==> config.mk <==
export PLATFORM = sky130hd
export DESIGN_NAME = mdu_ctrl
export DESIGN_NICKNAME = d
export VERILOG_FILES = /design/src/rtl/mdu_ctrl.sv
export SDC_FILE = /design/constraint.sdc
export NUM_CORES = 1
export LEC_CHECK = 0
export ABC_CLOCK_PERIOD_IN_PS = 9200
export BUFFER_PORTS_ARGS = -buffer_cell sky130_fd_sc_hd__buf_2
export CORE_ASPECT_RATIO = 0.8
export CORE_MARGIN = 1.5
export CORE_UTILIZATION = 30
export CTS_BUF_LIST = sky130_fd_sc_hd__clkbuf_16
export CTS_CLUSTER_SIZE = 25
export DETAILED_ROUTE_END_ITERATION = 12
export GPL_ROUTABILITY_DRIVEN = 0
export SYNTH_ARGS = -nofsm -noshare
export SYNTH_HDL_FRONTEND = slang
export SYNTH_SLANG_ARGS = --single-unit
==> constraint.sdc <==
create_clock -name CLK -period 9.2 [get_ports CLK]
set_clock_uncertainty 0.15 [all_clocks]
set_input_delay 0.92 -clock CLK [delete_from_list [all_inputs] [get_ports CLK]]
set_output_delay 0.92 -clock CLK [all_outputs]
set_load 0.02 [all_outputs]
==> src/rtl/mdu_ctrl.sv <==
// mdu_ctrl: multi-cycle multiply/divide controller for the EX stage.
//
// Owns the architectural HI/LO registers. MULT/MULTU run as shift-add
// iterations and DIV/DIVU as restoring-divide iterations, one step per cycle.
// A final FIX cycle applies sign correction and writes HI/LO. The block also
// serves MFHI/MFLO/MTHI/MTLO and stalls the pipeline when an HI/LO access
// arrives while an operation is in flight.
//
// Ports:
//   CLK          rising-edge clock
//   RST          asynchronous active-low reset
//   Ins          instruction in EX
//   issue_valid  Ins/Rdata valid this cycle
//   Rdata1       rs value (multiplicand / dividend / MT source)
//   Rdata2       rt value (multiplier / divisor)
//   stall        combinational; hold EX and earlier stages
//   busy         operation in flight
//   HIreg/LOreg  architectural HI/LO
//   mf_data      combinational MFHI/MFLO result (0 when not serving one)
//   div_zero     one-cycle pulse after a divide by zero completes
//
// Optional feature: define MDU_EARLY_OUT_EN to let multiplies finish as soon
// as the remaining multiplier magnitude is zero (after at least one step).
module mdu_ctrl #(
    parameter int unsigned XLEN = 32,
    parameter int unsigned ITER = 32
) (
    input  logic            CLK,
    input  logic            RST,
    input  logic [31:0]     Ins,
    input  logic            issue_valid,
    input  logic [XLEN-1:0] Rdata1,
    input  logic [XLEN-1:0] Rdata2,
    output logic            stall,
    output logic            busy,
    output logic [XLEN-1:0] HIreg,
    output logic [XLEN-1:0] LOreg,
    output logic [XLEN-1:0] mf_data,
    output logic            div_zero
);
    localparam int unsigned   CW   = $clog2(ITER) + 1;
    localparam logic [CW-1:0] LAST = CW'(ITER - 1);

    typedef enum logic [1:0] {IDLE, MUL, DIV, FIX} state_t;
    state_t state, state_nxt;

    // Decode
    logic [5:0] funct;
    logic       special;
    logic       is_mfhi, is_mthi, is_mflo, is_mtlo, is_mult, is_div, is_mdu;
    logic       signed_op, accept;
    logic       unused_ins;

    assign funct      = Ins[5:0];
    assign special    = issue_valid && (Ins[31:26] == 6'h00);
    assign is_mfhi    = special && (funct == 6'h10);
    assign is_mthi    = special && (funct == 6'h11);
    assign is_mflo    = special && (funct == 6'h12);
    assign is_mtlo    = special && (funct == 6'h13);
    assign is_mult    = special && ((funct == 6'h18) || (funct == 6'h19));
    assign is_div     = special && ((funct == 6'h1A) || (funct == 6'h1B));
    assign is_mdu     = is_mfhi || is_mthi || is_mflo || is_mtlo || is_mult || is_div;
    assign signed_op  = ~funct[0];
    assign unused_ins = ^Ins[25:6];

    assign busy   = (state != IDLE);
    assign stall  = is_mdu && busy;
    assign accept = !busy && (is_mult || is_div);

    // Operand magnitudes for the unsigned iteration core
    logic            a_neg, b_neg;
    logic [XLEN-1:0] mag_a, mag_b;

    assign a_neg = signed_op && Rdata1[XLEN-1];
    assign b_neg = signed_op && Rdata2[XLEN-1];
    assign mag_a = a_neg ? -Rdata1 : Rdata1;
    assign mag_b = b_neg ? -Rdata2 : Rdata2;

    // Iteration state
    logic [CW-1:0]     cnt;
    logic [2*XLEN-1:0] prod, mcand;
    logic [XLEN-1:0]   mplier, rem, quo, divisor, dividend;
    logic              op_div, neg_lo, neg_hi, dz;
    logic              mul_last;

    // Restoring step: shift next dividend bit into the partial remainder and
    // subtract if it fits (no borrow out of the extra top bit).
    logic [XLEN:0] rshift, rdiff;
    assign rshift = {rem, quo[XLEN-1]};
    assign rdiff  = rshift - {1'b0, divisor};

`ifdef MDU_EARLY_OUT_EN
    assign mul_last = (cnt == LAST) || (mplier[XLEN-1:1] == '0);
`else
    assign mul_last = (cnt == LAST);
`endif

    always_ff @(posedge CLK or negedge RST) begin
        if (!RST) state <= IDLE;
        else      state <= state_nxt;
    end

    always_comb begin
        state_nxt = state;
        case (state)
            IDLE:    if (accept) state_nxt = is_div ? DIV : MUL;
            MUL:     if (mul_last) state_nxt = FIX;
            DIV:     if (cnt == LAST) state_nxt = FIX;
            FIX:     state_nxt = IDLE;
            default: state_nxt = IDLE;
        endcase
    end

    always_ff @(posedge CLK or negedge RST) begin
        if (!RST) begin
            cnt      <= '0;
            prod     <= '0;
            mcand    <= '0;
            mplier   <= '0;
            rem      <= '0;
            quo      <= '0;
            divisor  <= '0;
            dividend <= '0;
            op_div   <= 1'b0;
            neg_lo   <= 1'b0;
            neg_hi   <= 1'b0;
            dz       <= 1'b0;
        end else begin
            case (state)
                IDLE: if (accept) begin
                    cnt      <= '0;
                    op_div   <= is_div;
                    neg_lo   <= a_neg ^ b_neg;
                    neg_hi   <= a_neg;
                    dz       <= is_div && (Rdata2 == '0);
                    dividend <= Rdata1;
                    prod     <= '0;
                    mcand    <= {{XLEN{1'b0}}, mag_a};
                    mplier   <= mag_b;
                    rem      <= '0;
                    quo      <= mag_a;
                    divisor  <= mag_b;
                end
                MUL: begin
                    cnt    <= cnt + CW'(1);
                    if (mplier[0]) prod <= prod + mcand;
                    mcand  <= mcand << 1;
                    mplier <= mplier >> 1;
                end
                DIV: begin
                    cnt <= cnt + CW'(1);
                    if (!rdiff[XLEN]) begin
                        rem <= rdiff[XLEN-1:0];
                        quo <= {quo[XLEN-2:0], 1'b1};
                    end else begin
                        rem <= rshift[XLEN-1:0];
                        quo <= {quo[XLEN-2:0], 1'b0};
                    end
                end
                default: ;
            endcase
        end
    end

    // Sign-corrected result presented during FIX
    logic [2*XLEN-1:0] prod_s;
    logic [XLEN-1:0]   res_hi, res_lo;

    always_comb begin
        prod_s = neg_lo ? -prod : prod;
        res_hi = prod_s[2*XLEN-1:XLEN];
        res_lo = prod_s[XLEN-1:0];
        if (op_div) begin
            if (dz) begin
                res_lo = '1;
                res_hi = dividend;
            end else begin
                res_lo = neg_lo ? -quo : quo;
                res_hi = neg_hi ? -rem : rem;
            end
        end
    end

    always_ff @(posedge CLK or negedge RST) begin
        if (!RST) begin
            HIreg    <= '0;
            LOreg    <= '0;
            div_zero <= 1'b0;
        end else begin
            div_zero <= (state == FIX) && op_div && dz;
            if (state == FIX) begin
                HIreg <= res_hi;
                LOreg <= res_lo;
            end else if (!busy) begin
                if (is_mthi) HIreg <= Rdata1;
                if (is_mtlo) LOreg <= Rdata1;
            end
        end
    end

    always_comb begin
        mf_data = '0;
        if (!busy && is_mfhi)      mf_data = HIreg;
        else if (!busy && is_mflo) mf_data = LOreg;
    end
endmodule

---- Word-level counts from Yosys, hierarchy flattened ----
Cells that the tools add are included.
W data, S select, Z words.
storage, ports and cells
  register bits ........................... 365
  bits of input ports ..................... 99
  logic and storage cells ................. 121
operators by class
  add/subtract/negate cells ............... 8
  equal/unequal tests ..................... 16
  muxes and demuxes ....................... 36
  bitwise gates (word level) .............. 2
  reduce and logical (&&, ||, !) cells .... 43
operator list
  operator               number
  $mux W32               20
  $mux W64               4
  $pmux W64 S2           2
  $pmux W32 S2           3
  $neg A32 Y32           4
  $add A64 B64 Y64       1
  $neg A64 Y64           1
  $eq A6 B5 Y1 const B   9
  $sub A33 B32 Y33       1
  $logic_not A32 Y1      1
  $logic_and A1 B1 Y1    16
  $reduce_and A2 Y1      7
  $pmux W6 S2            1
  $reduce_bool A2 Y1     6
  $logic_or A1 B1 Y1     8
  $add A6 B1 Y6 const B  1
  $logic_not A6 Y1       1
  $mux W2                3
  $mux W6                1
  $pmux W2 S3            1
  $eq A2 B2 Y1 const B   2
  $ne A2 B1 Y1 const B   2
  $ne A2 B2 Y1 const B   2
  $reduce_and A3 Y1      1
  7 further kinds        7

---- Logic depth before layout (Yosys ltp) ----
Gate-level depths: netlist of run 1.
  depth in word-level cells ............... 9
  gate-level depth with buffers ........... 16
  depth with buffers taken out ............ 14

---- Worst setup path after synthesis of run 1 ----
OpenSTA, ideal clock, no wires.
  path kind ............................... reg2reg
  from .................................... register quo[31]
  to ...................................... register rem[22]
  library setup time ...................... 0.133 ns
  arrival ................................. 3.442 ns
  slack ................................... 5.475 ns
  cell stages (with the launch flop) ...... 17
  path buffers ............................ 2
  path through ............................ dfrtp_1 inv_1 ha_1 fa_1 nor2b_1 o21a_1 o21ai_0 a211o_1 a21oi_1 a221o_1 a41o_1 a311oi_1 xnor2_1 buf_4 buf_2 mux2i_1 o21ai_0
on the way
  longest elaborated chain between the ends .. 3
RTL lines
  element                 line  RTL
  from (decl)             82    logic [XLEN-1:0] mplier, rem, quo, divisor, dividend;
  from (signal assigned)  141   quo <= mag_a;
  from (signal assigned)  154   quo <= {quo[XLEN-2:0], 1'b1};
  from (signal assigned)  157   quo <= {quo[XLEN-2:0], 1'b0};
  $sub A33 B32 Y33        90    assign rdiff = rshift - {1'b0, divisor};
  $mux W32                152   if (!rdiff[XLEN]) begin
  $pmux W32 S2            129   case (state)
  to (signal assigned)    153   rem <= rdiff[XLEN-1:0];
  to (signal assigned)    156   rem <= rshift[XLEN-1:0];
  to (decl)               82
Every way passes these cells.
A chain may end at the register's enable or synchronous reset.

---- Worst setup path in the final report of run 1 ----
  from .................................... register state[0]
  to ...................................... output mf_data[30]
on the way
  longest elaborated chain between the ends .. 5
RTL lines
  element                 line      RTL
  from (decl)             45        state_t state, state_nxt;
  from (signal assigned)  100       else state <= state_nxt;
  $reduce_bool A2 Y1 *    66        assign busy = (state != IDLE);
  $logic_not A1 Y1 *      203, 204
  $logic_and A1 B1 Y1     204       else if (!busy && is_mflo) mf_data = LOreg;
  $mux W32                204
  $mux W32 *              203       if (!busy && is_mfhi) mf_data = HIreg;
  to (decl)               38        output logic [XLEN-1:0] mf_data,
Mark *: on every way between the ends. The rest lies on a longest branch, timed or not.

==> reports/results.tsv, run 1 <==
stage	metric	value	unit
critical_path	most repeated library cell on the critical path	sky130_fd_sc_hd__inv_1	
critical_path	master of the slowest instance on the critical path	sky130_fd_sc_hd__or4_1	
place	port bufs	177	
status	result of the run	finished, final reports clean	
layout	Regs by FF count	mcand (64), prod (64)	
cts	PostCTS Resize Cnt	0	
logic_synthesis	Area contributors post-synth	sky130_fd_sc_hd__dfrtp_1, sky130_fd_sc_hd__o21ai_0, sky130_fd_sc_hd__mux2i_1	
logic_synthesis	synthesized netlist net count	3261	
floorplanning	Rows	96	
layout	P&R area growth vs syn	12.7	%
logic_synthesis	share of flip-flops with an asynchronous set or reset	100	%
floorplanning	placeable core region	0.0855	mm^2
grt	number of global-route vias before repair	21300	
power	areal power density over the cells	269	mW/mm^2
logic_synthesis	most common flop cell mapped by yosys	sky130_fd_sc_hd__dfrtp_1	
critical_path	endpoint arrival time on the critical path	3.56	ns
critical_path	reg-to-reg slack, setup	4.70	ns
logic_synthesis	fraction of the mapped netlist area in adder cells	5.24	%
cts	number of sinks handled by clock tree synthesis	365	
critical_path	start point of the critical path	state[0]$_DFFE_PN0P_	
logic_synthesis	top cells by count, synth	sky130_fd_sc_hd__nand2_1, sky130_fd_sc_hd__dfrtp_1, sky130_fd_sc_hd__o21ai_0	
detailed_routing	post-detailed-route count of antenna-violating nets	0	
cts	clk_lat worst skew	0.60	ns
critical_path	maximum fanout count along the critical path	32	
grt	largest net degree at the start of global routing	151	
critical_path	Max stage delay on crit path	1.07	ns
detailed_routing	vias per cell	5.37	
logic_synthesis	top cell type's share of synthesized area	35.4	%
logic_synthesis	sequential fraction of the synthesis area	35.4	%
timing	number of hold violations in the final report	0	
grt	GRT overflow	0	
grt	Tot GR Track Use	18.1	%
timing	RSZ-0062 raised after global routing	false	
critical_path	Critical Path End Type	primary output	
critical_path	cells on worst reg2reg path	15	
logic_synthesis	share of the synthesized area in compound gates (AO/OA/AOI/OAI)	21.9	%
critical_path	kind of start point of the critical path	register	
timing	worst rel slew slack	19.6	%
logic_synthesis	share of synthesized cell area in and, or, nand and nor gates	16.5	%
cts	CTS HTree Levels	2	
timing	Period minus WS final	4.63	ns
cts	worst-case clock buffer depth	3	
cts	hold buffer count at CTS	0	
run	MaxCap Viol Count	0	
power	Peak supply drop	184	uV
timing	Hold Slack	0.160	ns
detailed_routing	final routed DRC violation total	0	
place	placed wire-length estimate	60500	um
power	leakage power	13.1	nW
logic_synthesis	Mapped Avg Cell Area	8.45	um^2
logic_synthesis	xor/xnor cell area share of the yosys netlist	8.99	%
cts	clock-pin slew of the registers on the worst-case setup and hold paths	0.06	ns
cts	TritonCTS clock tree	yes	
critical_path	CP required	8.13	ns
critical_path	launch instance of the worst register-to-register path	quo[31]$_DFFE_PN0P_	
critical_path	path type of the worst setup path	reg2out	
critical_path	terminus of the critical flop-to-flop path	rem[26]$_DFFE_PN0P_	
timing	post-route clock period utilization	50.3	%
timing	aggregate negative setup slack	0	ns
logic_synthesis	cell with the most instances after synthesis	sky130_fd_sc_hd__nand2_1	
layout	Post-layout nets	3312	
cts	Post-CTS Setup Inserts	0	
layout	fraction of final layout cells with drive strength greater than 1	10.6	%
cts	clock buffers created by TritonCTS	43	
detailed_routing	DRC violation total after the first TritonRoute iteration	1867	
timing	final worst slack	4.57	ns
logic_synthesis	count of synthesis-stage warnings from yosys	0	
timing	count of endpoints failing setup in the final report	0	
detailed_routing	Routed WL	81300	um
floorplanning	width of the die	331	um
worst_hold_path	path class of the lowest-slack min-delay path	in2async	
detailed_routing	Pre-antenna DRT Iters	5	
floorplanning	DIE AREA	0.0879	mm^2
power	overall power consumption	0.00783	W
timing	final number of max-transition violations	0	
logic_synthesis	synthesis-stage register bit count	365	
detailed_routing	wire per inst	19.0	um
place	dpl ws	4.34	ns
detailed_routing	Via Count	22900	
critical_path	cells along the critical path	inv_1 > ha_1 > inv_1 > or4_1 > nor2_1 > buf_2	
logic_synthesis	number of synthesized flops with an enable pin	0	
floorplanning	number of top-level pins	198	
grt	number of antenna violations at the first check in global routing	5	
floorplanning	y dimension of the die	265	um
logic_synthesis	main combinational cell family by area after synthesis	compound AO/OA/AOI/OAI gates	
logic_synthesis	cell taking the most area after synthesis	sky130_fd_sc_hd__dfrtp_1	
timing	maximum operating frequency	0.216	GHz
timing	Slew @ Worst Pin	1.20	ns
floorplanning	Initial Util	30.2	%
logic_synthesis	multiplexer area fraction after synthesis	7.82	%
grt	wire length of the first global-routing pass	126000	um
layout	utilization after layout	34.0	%
logic_synthesis	netlist area before placement	0.0258	mm^2
cts	clock root cell	sky130_fd_sc_hd__clkbuf_16	
logic_synthesis	library cells used by synthesis	84	
logic_synthesis	Cells after Synth	3055	
cell families (layout without fill, tap and decap cells):
kind of cell / Yosys count / count (layout)
AO/OA/AOI/OAI: 917 / 917
buffers and inverters: 277 / 361
AND/OR/NAND/NOR: 926 / 926
flip-flops: 365 / 365
XOR/XNOR: 265 / 265
multiplexers: 198 / 198
adder cells (fa/ha/maj): 107 / 107
other: 0 / 1
layer usage:
layer / wire length [um] / GRT usage, %
met3: 5300 / 3.05
met1: 38100 / 26.0
met5: 25 / 0
met2: 35500 / 27.7
met4: 2260 / 5.39
power breakdown:
group	internal, W	switching [W]	leakage [nW]
sequential	0.00206	0.000524	4.70
clock	0.00105	0.000724	0.717
combinational	0.00121	0.00226	7.71
through the flow:
stage               cell area (um^2)  instances
CTS                            29100       4266
floorplan                      25800       3055
detailed placement             27700       4188
global route                   29100       4267
finish                         29100       4267
global placement               27700       4188
worst max-delay path: cells and delay by family, from the launching register on:
kind / cells / cell delay, ns
buf+inv: 3 / 0.65
flops: 1 / 0.42
simple gates: 2 / 1.33
fa+ha+maj: 1 / 0.54
worst max path at each step:
| stage | to | slack (ns) |
|---|---|---|
| after floorplan | rem[22]$_DFFE_PN0P_ | 5.48 |
| after global placement | prod[56]$_DFFE_PN0P_ | 4.34 |
| after detailed placement | prod[56]$_DFFE_PN0P_ | 4.34 |
| after CTS | mf_data[15] | 4.54 |
| after global routing | mf_data[8] | 4.33 |
| final | mf_data[30] | 4.57 |
final cells by class:
class	count	area, um^2
flip-flops and latches	365	9140
diodes	1	2.50
repair buffers	202	1100
clock inverters	35	353
clock buffers	43	1080
multi-input cells	2413	15700
inverters	81	307
fillers	8935	56400
well taps	1127	1410
placed cells by master, fill, tap and decap left out, types with 35 or more instances in the layout:
master / n
sky130_fd_sc_hd__nor3_1: 58
sky130_fd_sc_hd__o31ai_1: 52
sky130_fd_sc_hd__buf_2: 176
sky130_fd_sc_hd__nor2_1: 207
sky130_fd_sc_hd__nand2_1: 406
sky130_fd_sc_hd__clkbuf_16: 43
sky130_fd_sc_hd__dfrtp_1: 362
sky130_fd_sc_hd__a21oi_1: 220
sky130_fd_sc_hd__nor2b_1: 38
sky130_fd_sc_hd__a22o_1: 40
sky130_fd_sc_hd__a21o_1: 66
sky130_fd_sc_hd__nand2b_1: 35
sky130_fd_sc_hd__xor2_1: 106
sky130_fd_sc_hd__inv_1: 85
sky130_fd_sc_hd__xnor2_1: 158
sky130_fd_sc_hd__o21ai_0: 339
sky130_fd_sc_hd__ha_1: 103
sky130_fd_sc_hd__mux2i_1: 168
Power figures use the tool's default switching activity.
==> inputs of run 2 (changes only) <==
--- a/config.mk
+++ b/config.mk
@@ -5,7 +5,7 @@
 export SDC_FILE = /design/constraint.sdc
 export NUM_CORES = 1
 export LEC_CHECK = 0
-export ABC_CLOCK_PERIOD_IN_PS = 9200
+export ABC_CLOCK_PERIOD_IN_PS = 4740
 export BUFFER_PORTS_ARGS = -buffer_cell sky130_fd_sc_hd__buf_2
 export CORE_ASPECT_RATIO = 0.8
 export CORE_MARGIN = 1.5
==> constraint.sdc (replaced) <==
create_clock -name CLK -period 4.74 [get_ports CLK]
set_clock_uncertainty 0.15 [all_clocks]
set_input_delay 0.474 -clock CLK [delete_from_list [all_inputs] [get_ports CLK]]
set_output_delay 0.474 -clock CLK [all_outputs]
set_load 0.02 [all_outputs]
==> run 2 against run 1 <==
Power increased by 96%; core utilization up 0.26 points; sequential share of layout area is 0.23 points lower; first-iteration DRC count grew 12%; final cell count grew 0.68%; sequential cell count is the same; cell area up 0.75%; register-to-register slack lost 4.1 ns; clock power increased by 94%; routed wire length up 1.7%; critical path type is now reg2reg.
==> reports/results.tsv, run 2 (synthesized netlist as in run 1, its figures left out) <==
stage	metric	value	unit
status	result of the run	finished, final reports clean	
floorplanning	y dimension of the die	265	um
cts	clock root cell	sky130_fd_sc_hd__clkbuf_16	
detailed_routing	DRC violation total after the first TritonRoute iteration	2099	
detailed_routing	wire per inst	19.2	um
timing	maximum operating frequency	0.243	GHz
cts	worst-case clock buffer depth	3	
grt	GR Util met2	27.2	%
critical_path	maximum fanout count along the critical path	6	
critical_path	kind of start point of the critical path	register	
layout	fin area	0.0293	mm^2
timing	aggregate negative setup slack	0	ns
power	Peak supply drop	319	uV
detailed_routing	vias per cell	5.36	
cts	TritonCTS clock tree	yes	
grt	layer carrying the most global-route usage	met2	
timing	worst rel slew slack	23.1	%
grt	largest net degree at the start of global routing	101	
detailed_routing	Routed WL	82700	um
floorplanning	number of top-level pins	198	
grt	global routing met3 resource utilization	3.89	%
cts	Post-CTS Setup Inserts	0	
critical_path	endpoint arrival time on the critical path	4.50	ns
cts	CTS HTree Levels	2	
cts	hold buffer count at CTS	1	
layout	most frequent cells in the layout	sky130_fd_sc_hd__nand2_1, sky130_fd_sc_hd__dfrtp_1, sky130_fd_sc_hd__o21ai_0	
timing	Slew @ Worst Pin	1.15	ns
place	placed standard-cell area	0.0279	mm^2
grt	number of global-route vias before repair	21400	
power	leakage power	13.3	nW
floorplanning	placeable core region	0.0855	mm^2
worst_hold_path	path class of the lowest-slack min-delay path	in2reg	
critical_path	Critical Path End Type	register	
timing	RSZ-0062 raised after global routing	false	
layout	commonest non-fill, non-tap cell in the layout	sky130_fd_sc_hd__nand2_1	
place	placed wire-length estimate	62300	um
cts	clk_lat worst skew	0.61	ns
grt	Tot GR Track Use	18.5	%
place	port bufs	177	
layout	Post-layout nets	3336	
place	dpl ws	0.693	ns
floorplanning	Initial Util	30.2	%
layout	P&R area growth vs syn	13.5	%
cts	number of sinks handled by clock tree synthesis	365	
worst_hold_path	number of cells on the worst hold path	3	
timing	Hold Slack	0.0463	ns
detailed_routing	Pre-antenna DRT Iters	6	
critical_path	CP required	5.12	ns
critical_path	launch instance of the worst register-to-register path	prod[1]$_DFFE_PN0P_	
layout	fraction of final layout cells with drive strength greater than 1	11.1	%
timing	Period minus WS final	4.12	ns
detailed_routing	Via Count	23000	
grt	GRT overflow	0	
worst_hold_path	origin of the worst min-delay path	Rdata1[28]	
grt	met1 routing resource usage after global routing	26.6	%
timing	post-route clock period utilization	86.9	%
timing	count of endpoints failing setup in the final report	0	
critical_path	path type of the worst setup path	reg2reg	
critical_path	cells on worst reg2reg path	11	
timing	final number of max-transition violations	0	
cts	PostCTS Resize Cnt	0	
critical_path	reg-to-reg slack, setup	0.62	ns
detailed_routing	final routed DRC violation total	0	
layout	Regs by FF count	mcand (64), prod (64)	
grt	number of antenna violations at the first check in global routing	7	
cts	clock buffers created by TritonCTS	44	
cts	clock-pin slew of the registers on the worst-case setup and hold paths	0.06	ns
run	MaxCap Viol Count	0	
power	areal power density over the cells	523	mW/mm^2
worst_hold_path	end point of the worst hold path	LOreg[28]$_DFFE_PN0P_	
grt	wire length of the first global-routing pass	127000	um
critical_path	terminus of the critical flop-to-flop path	HIreg[14]$_DFFE_PN0P_	
detailed_routing	post-detailed-route count of antenna-violating nets	0	
floorplanning	Rows	96	
floorplanning	width of the die	331	um
floorplanning	DIE AREA	0.0879	mm^2
layout	utilization after layout	34.3	%
timing	final worst slack	0.619	ns
timing	number of hold violations in the final report	0	
run 2: final cells by class:
cell class                 count  area [um^2]
tap                         1127         1410
fill                        8865        56200
sequential                   365         9140
inverter                      81          307
clock inverter                38          329
clock buffer                  44         1100
timing repair buffer         225         1310
antenna                        3         7.51
multi-input combinational   2413        15700
run 2: critical path, cell delays in order, from the launching register on:
cell and delay, ns:
sky130_fd_sc_hd__dfrtp_1 0.42, sky130_fd_sc_hd__inv_1 0.14, sky130_fd_sc_hd__ha_1 0.17, sky130_fd_sc_hd__or3b_2 0.50, sky130_fd_sc_hd__nor4_1 0.55, sky130_fd_sc_hd__and2_1 0.39
sky130_fd_sc_hd__nand3_1 0.31, sky130_fd_sc_hd__o41ai_1 0.38, sky130_fd_sc_hd__xor2_1 0.12, sky130_fd_sc_hd__mux2i_1 0.58, sky130_fd_sc_hd__a21boi_0 0.18, sky130_fd_sc_hd__o21ai_0 0.16
run 2: per-stage QoR:
step           power (W)  cells
2_1_floorplan    0.00959   3055
3_3_place_gp      0.0117   4210
3_5_place_dp      0.0118   4210
4_1_cts           0.0153   4293
5_1_grt           0.0163   4295
6_report          0.0153   4296
run 2: metal layers:
metal,up-vias,part of all wire [%]
met5,-,0.041
met4,6,3.3
met3,128,7.7
met2,765,42
met1,11000,47
li1,11100,-
run 2: worst max-delay path by stage:
stage / from / to / slack [ns]
6_report: prod[1]$_DFFE_PN0P_ / HIreg[14]$_DFFE_PN0P_ / 0.62
5_1_grt: prod[1]$_DFFE_PN0P_ / HIreg[28]$_DFFE_PN0P_ / 0.23
4_1_cts: quo[31]$_DFFE_PN0P_ / rem[28]$_DFFE_PN0P_ / 0.67
3_5_place_dp: prod[1]$_DFFE_PN0P_ / prod[63]$_DFFE_PN0P_ / 0.69
3_3_place_gp: prod[1]$_DFFE_PN0P_ / prod[63]$_DFFE_PN0P_ / 0.73
2_1_floorplan: quo[31]$_DFFE_PN0P_ / rem[22]$_DFFE_PN0P_ / 1.02
run 2: power breakdown:
part	internal, W	switching [W]
Combinational	0.00242	0.00445
Clock	0.00197	0.00147
Sequential	0.00399	0.00101
Total	0.00839	0.00693
==> inputs of run 3 (changes only) <==
--- a/config.mk
+++ b/config.mk
@@ -14,6 +14,7 @@
 export CTS_CLUSTER_SIZE = 25
 export DETAILED_ROUTE_END_ITERATION = 12
 export GPL_ROUTABILITY_DRIVEN = 0
+export PLACE_DENSITY = 0.53
 export SYNTH_ARGS = -nofsm -noshare
 export SYNTH_HDL_FRONTEND = slang
 export SYNTH_SLANG_ARGS = --single-unit
==> run 3 against run 2 <==
Worst hold slack better by 0.0025 ns; non-clock buffer count up 5; core utilization about the same; first-iteration DRC count down 12%; worst setup slack better by 0.077 ns; fmax up 1.9%; critical endpoint is now HIreg[23]$_DFFE_PN0P_; largest cell class unchanged.
==> reports/results.tsv, run 3 (synthesized netlist as in run 1, its figures left out) <==
stage	metric	value	unit
place	placed wire-length estimate	65500	um
power	switching part of the total power	45.2	%
timing	maximum operating frequency	0.247	GHz
layout	Regs by FF count	mcand (64), prod (64)	
timing	post-route clock period utilization	85.3	%
floorplanning	y dimension of the die	265	um
worst_hold_path	number of cells on the worst hold path	3	
timing	RSZ-0062 raised after global routing	false	
floorplanning	Initial Util	30.2	%
critical_path	terminus of the critical flop-to-flop path	HIreg[23]$_DFFE_PN0P_	
floorplanning	number of top-level pins	198	
detailed_routing	Routed WL	86900	um
layout	P&R area growth vs syn	13.6	%
floorplanning	placeable core region	0.0855	mm^2
layout	utilization after layout	34.3	%
timing	number of hold violations in the final report	0	
layout	fraction of final layout cells with drive strength greater than 1	11.1	%
critical_path	Critical Path End Type	register	
critical_path	CP required	5.06	ns
grt	number of global-route vias before repair	21300	
worst_hold_path	end point of the worst hold path	LOreg[3]$_DFFE_PN0P_	
grt	largest net degree at the start of global routing	113	
grt	wire length of the first global-routing pass	133000	um
critical_path	maximum fanout count along the critical path	7	
cts	number of sinks handled by clock tree synthesis	365	
critical_path	kind of start point of the critical path	register	
place	port bufs	177	
detailed_routing	wire per inst	20.2	um
critical_path	reg-to-reg slack, setup	0.70	ns
run	MaxCap Viol Count	0	
power	fraction of power consumed by combinational cells	45.3	%
floorplanning	DIE AREA	0.0879	mm^2
critical_path	endpoint arrival time on the critical path	4.36	ns
layout	most frequent cells in the layout	sky130_fd_sc_hd__nand2_1, sky130_fd_sc_hd__dfrtp_1, sky130_fd_sc_hd__o21ai_0	
power	Peak supply drop	281	uV
critical_path	start point of the critical path	rem[10]$_DFFE_PN0P_	
grt	Tot GR Track Use	19.5	%
cts	worst-case clock buffer depth	3	
power	Seq pwr share	32.5	%
floorplanning	width of the die	331	um
timing	aggregate negative setup slack	0	ns
critical_path	path type of the worst setup path	reg2reg	
cts	clk_lat worst skew	0.61	ns
detailed_routing	Via Count	22900	
timing	worst rel slew slack	20.4	%
detailed_routing	vias per cell	5.32	
power	relative contribution of the clock network to total power	22.2	%
layout	Post-layout nets	3343	
detailed_routing	final routed DRC violation total	0	
grt	GRT overflow	0	
cts	clock root cell	sky130_fd_sc_hd__clkbuf_16	
timing	Period minus WS final	4.04	ns
detailed_routing	DRC violation total after the first TritonRoute iteration	1850	
worst_hold_path	path class of the lowest-slack min-delay path	in2reg	
power	leakage power	13.3	nW
layout	# fillers	8991	
place	number of placed instances, taps included	4215	
cts	clock buffers created by TritonCTS	46	
cts	PostCTS Resize Cnt	0	
cts	clock-pin slew of the registers on the worst-case setup and hold paths	0.06	ns
critical_path	launch instance of the worst register-to-register path	rem[10]$_DFFE_PN0P_	
timing	count of endpoints failing setup in the final report	0	
floorplanning	Rows	96	
timing	Slew @ Worst Pin	1.19	ns
cts	CTS HTree Levels	2	
power	internal power	0.00839	W
layout	commonest non-fill, non-tap cell in the layout	sky130_fd_sc_hd__nand2_1	
grt	number of antenna violations at the first check in global routing	3	
layout	number of non-filler instances in the completed layout	4297	
status	result of the run	finished, final reports clean	
layout	number of diodes added for antenna fixing	0	
cts	TritonCTS clock tree	yes	
power	switching power	0.00693	W
timing	final number of max-transition violations	0	
critical_path	cells on worst reg2reg path	11	
power	areal power density over the cells	522	mW/mm^2
detailed_routing	post-detailed-route count of antenna-violating nets	0	
detailed_routing	Pre-antenna DRT Iters	5	
worst_hold_path	origin of the worst min-delay path	Rdata1[3]	
[run 3: changes by cell type in the layout (fill, tap and decap cells not counted), sizes merged]
| cell | delta |
|---|---|
| buf | +5 |
| clkinv | -4 |
| clkbuf | +3 |
| diode | -3 |
| inv | +3 |
| bufinv | -2 |
| clkinvlp | -1 |
[run 3: worst max-delay path, stage by stage, from the launching register on]
cell and delay, ns:
sky130_fd_sc_hd__dfrtp_1 0.46, sky130_fd_sc_hd__or4_1 0.56, sky130_fd_sc_hd__nor3b_1 0.30, sky130_fd_sc_hd__or4b_1 0.54
sky130_fd_sc_hd__nor2_1 0.17, sky130_fd_sc_hd__nand2_1 0.09, sky130_fd_sc_hd__o41ai_1 0.31, sky130_fd_sc_hd__xnor2_1 0.24
sky130_fd_sc_hd__mux2i_1 0.17, sky130_fd_sc_hd__a21oi_1 0.14, sky130_fd_sc_hd__a21boi_0 0.63, sky130_fd_sc_hd__o21ai_0 0.15
[run 3: layout make-up]
type / instances / area (um^2) / area share (%)
clock inverter: 34 / 236 / 0.806
multi-input combinational: 2413 / 15700 / 53.5
tap: 1127 / 1410 / 4.80
clock buffer: 47 / 1180 / 4.01
sequential: 365 / 9140 / 31.1
inverter: 81 / 307 / 1.04
timing repair buffer: 230 / 1370 / 4.67
[run 3: metal layers]
layer | vias to the layer above | part of all wire, % | global-route usage (%)
met5 | - | 0.024 | 0
met4 | 4 | 2.5 | 4.79
met3 | 99 | 6.2 | 3.46
met2 | 641 | 42 | 28.1
met1 | 11000 | 50 | 29.6
li1 | 11100 | - | -
[run 3: how the worst max path moves through the flow]
stage | to | slack, ns | depth (start not counted)
final | HIreg[23]$_DFFE_PN0P_ | 0.70 | 11
after detailed placement | HIreg[27]$_DFFE_PN0P_ | 0.79 | 11
after CTS | HIreg[27]$_DFFE_PN0P_ | 0.76 | 11
after global routing | HIreg[27]$_DFFE_PN0P_ | 0.34 | 11
after global placement | HIreg[27]$_DFFE_PN0P_ | 0.79 | 11
after floorplan | rem[22]$_DFFE_PN0P_ | 1.02 | 16
[run 3: metrics by stage]
stage          hold WS [ns]  total power (W)  setup WS, ns  area, um^2
2_1_floorplan        0.0284          0.00959          1.02       25800
3_3_place_gp          0.310           0.0118         0.792       27900
3_5_place_dp          0.317           0.0119         0.791       27900
4_1_cts              0.0141           0.0154         0.757       29300
5_1_grt              0.0438           0.0164         0.341       29300
6_report             0.0488           0.0153         0.696       29300
[run 3: what timing repair did]
action,4_1_cts,5_1_grt
hold endpoints to repair,74,0
hold buffers,1,0
buffers inserted,0,0
[run 3: power by group through the flow]
stage	clock network (W)	logic (W)	registers, W
after floorplan	0	0.00462	0.00497
after global placement	0	0.00685	0.00500
after detailed placement	0	0.00690	0.00502
after CTS	0.00349	0.00693	0.00497
after global routing	0.00362	0.00771	0.00510
final	0.00339	0.00695	0.00498
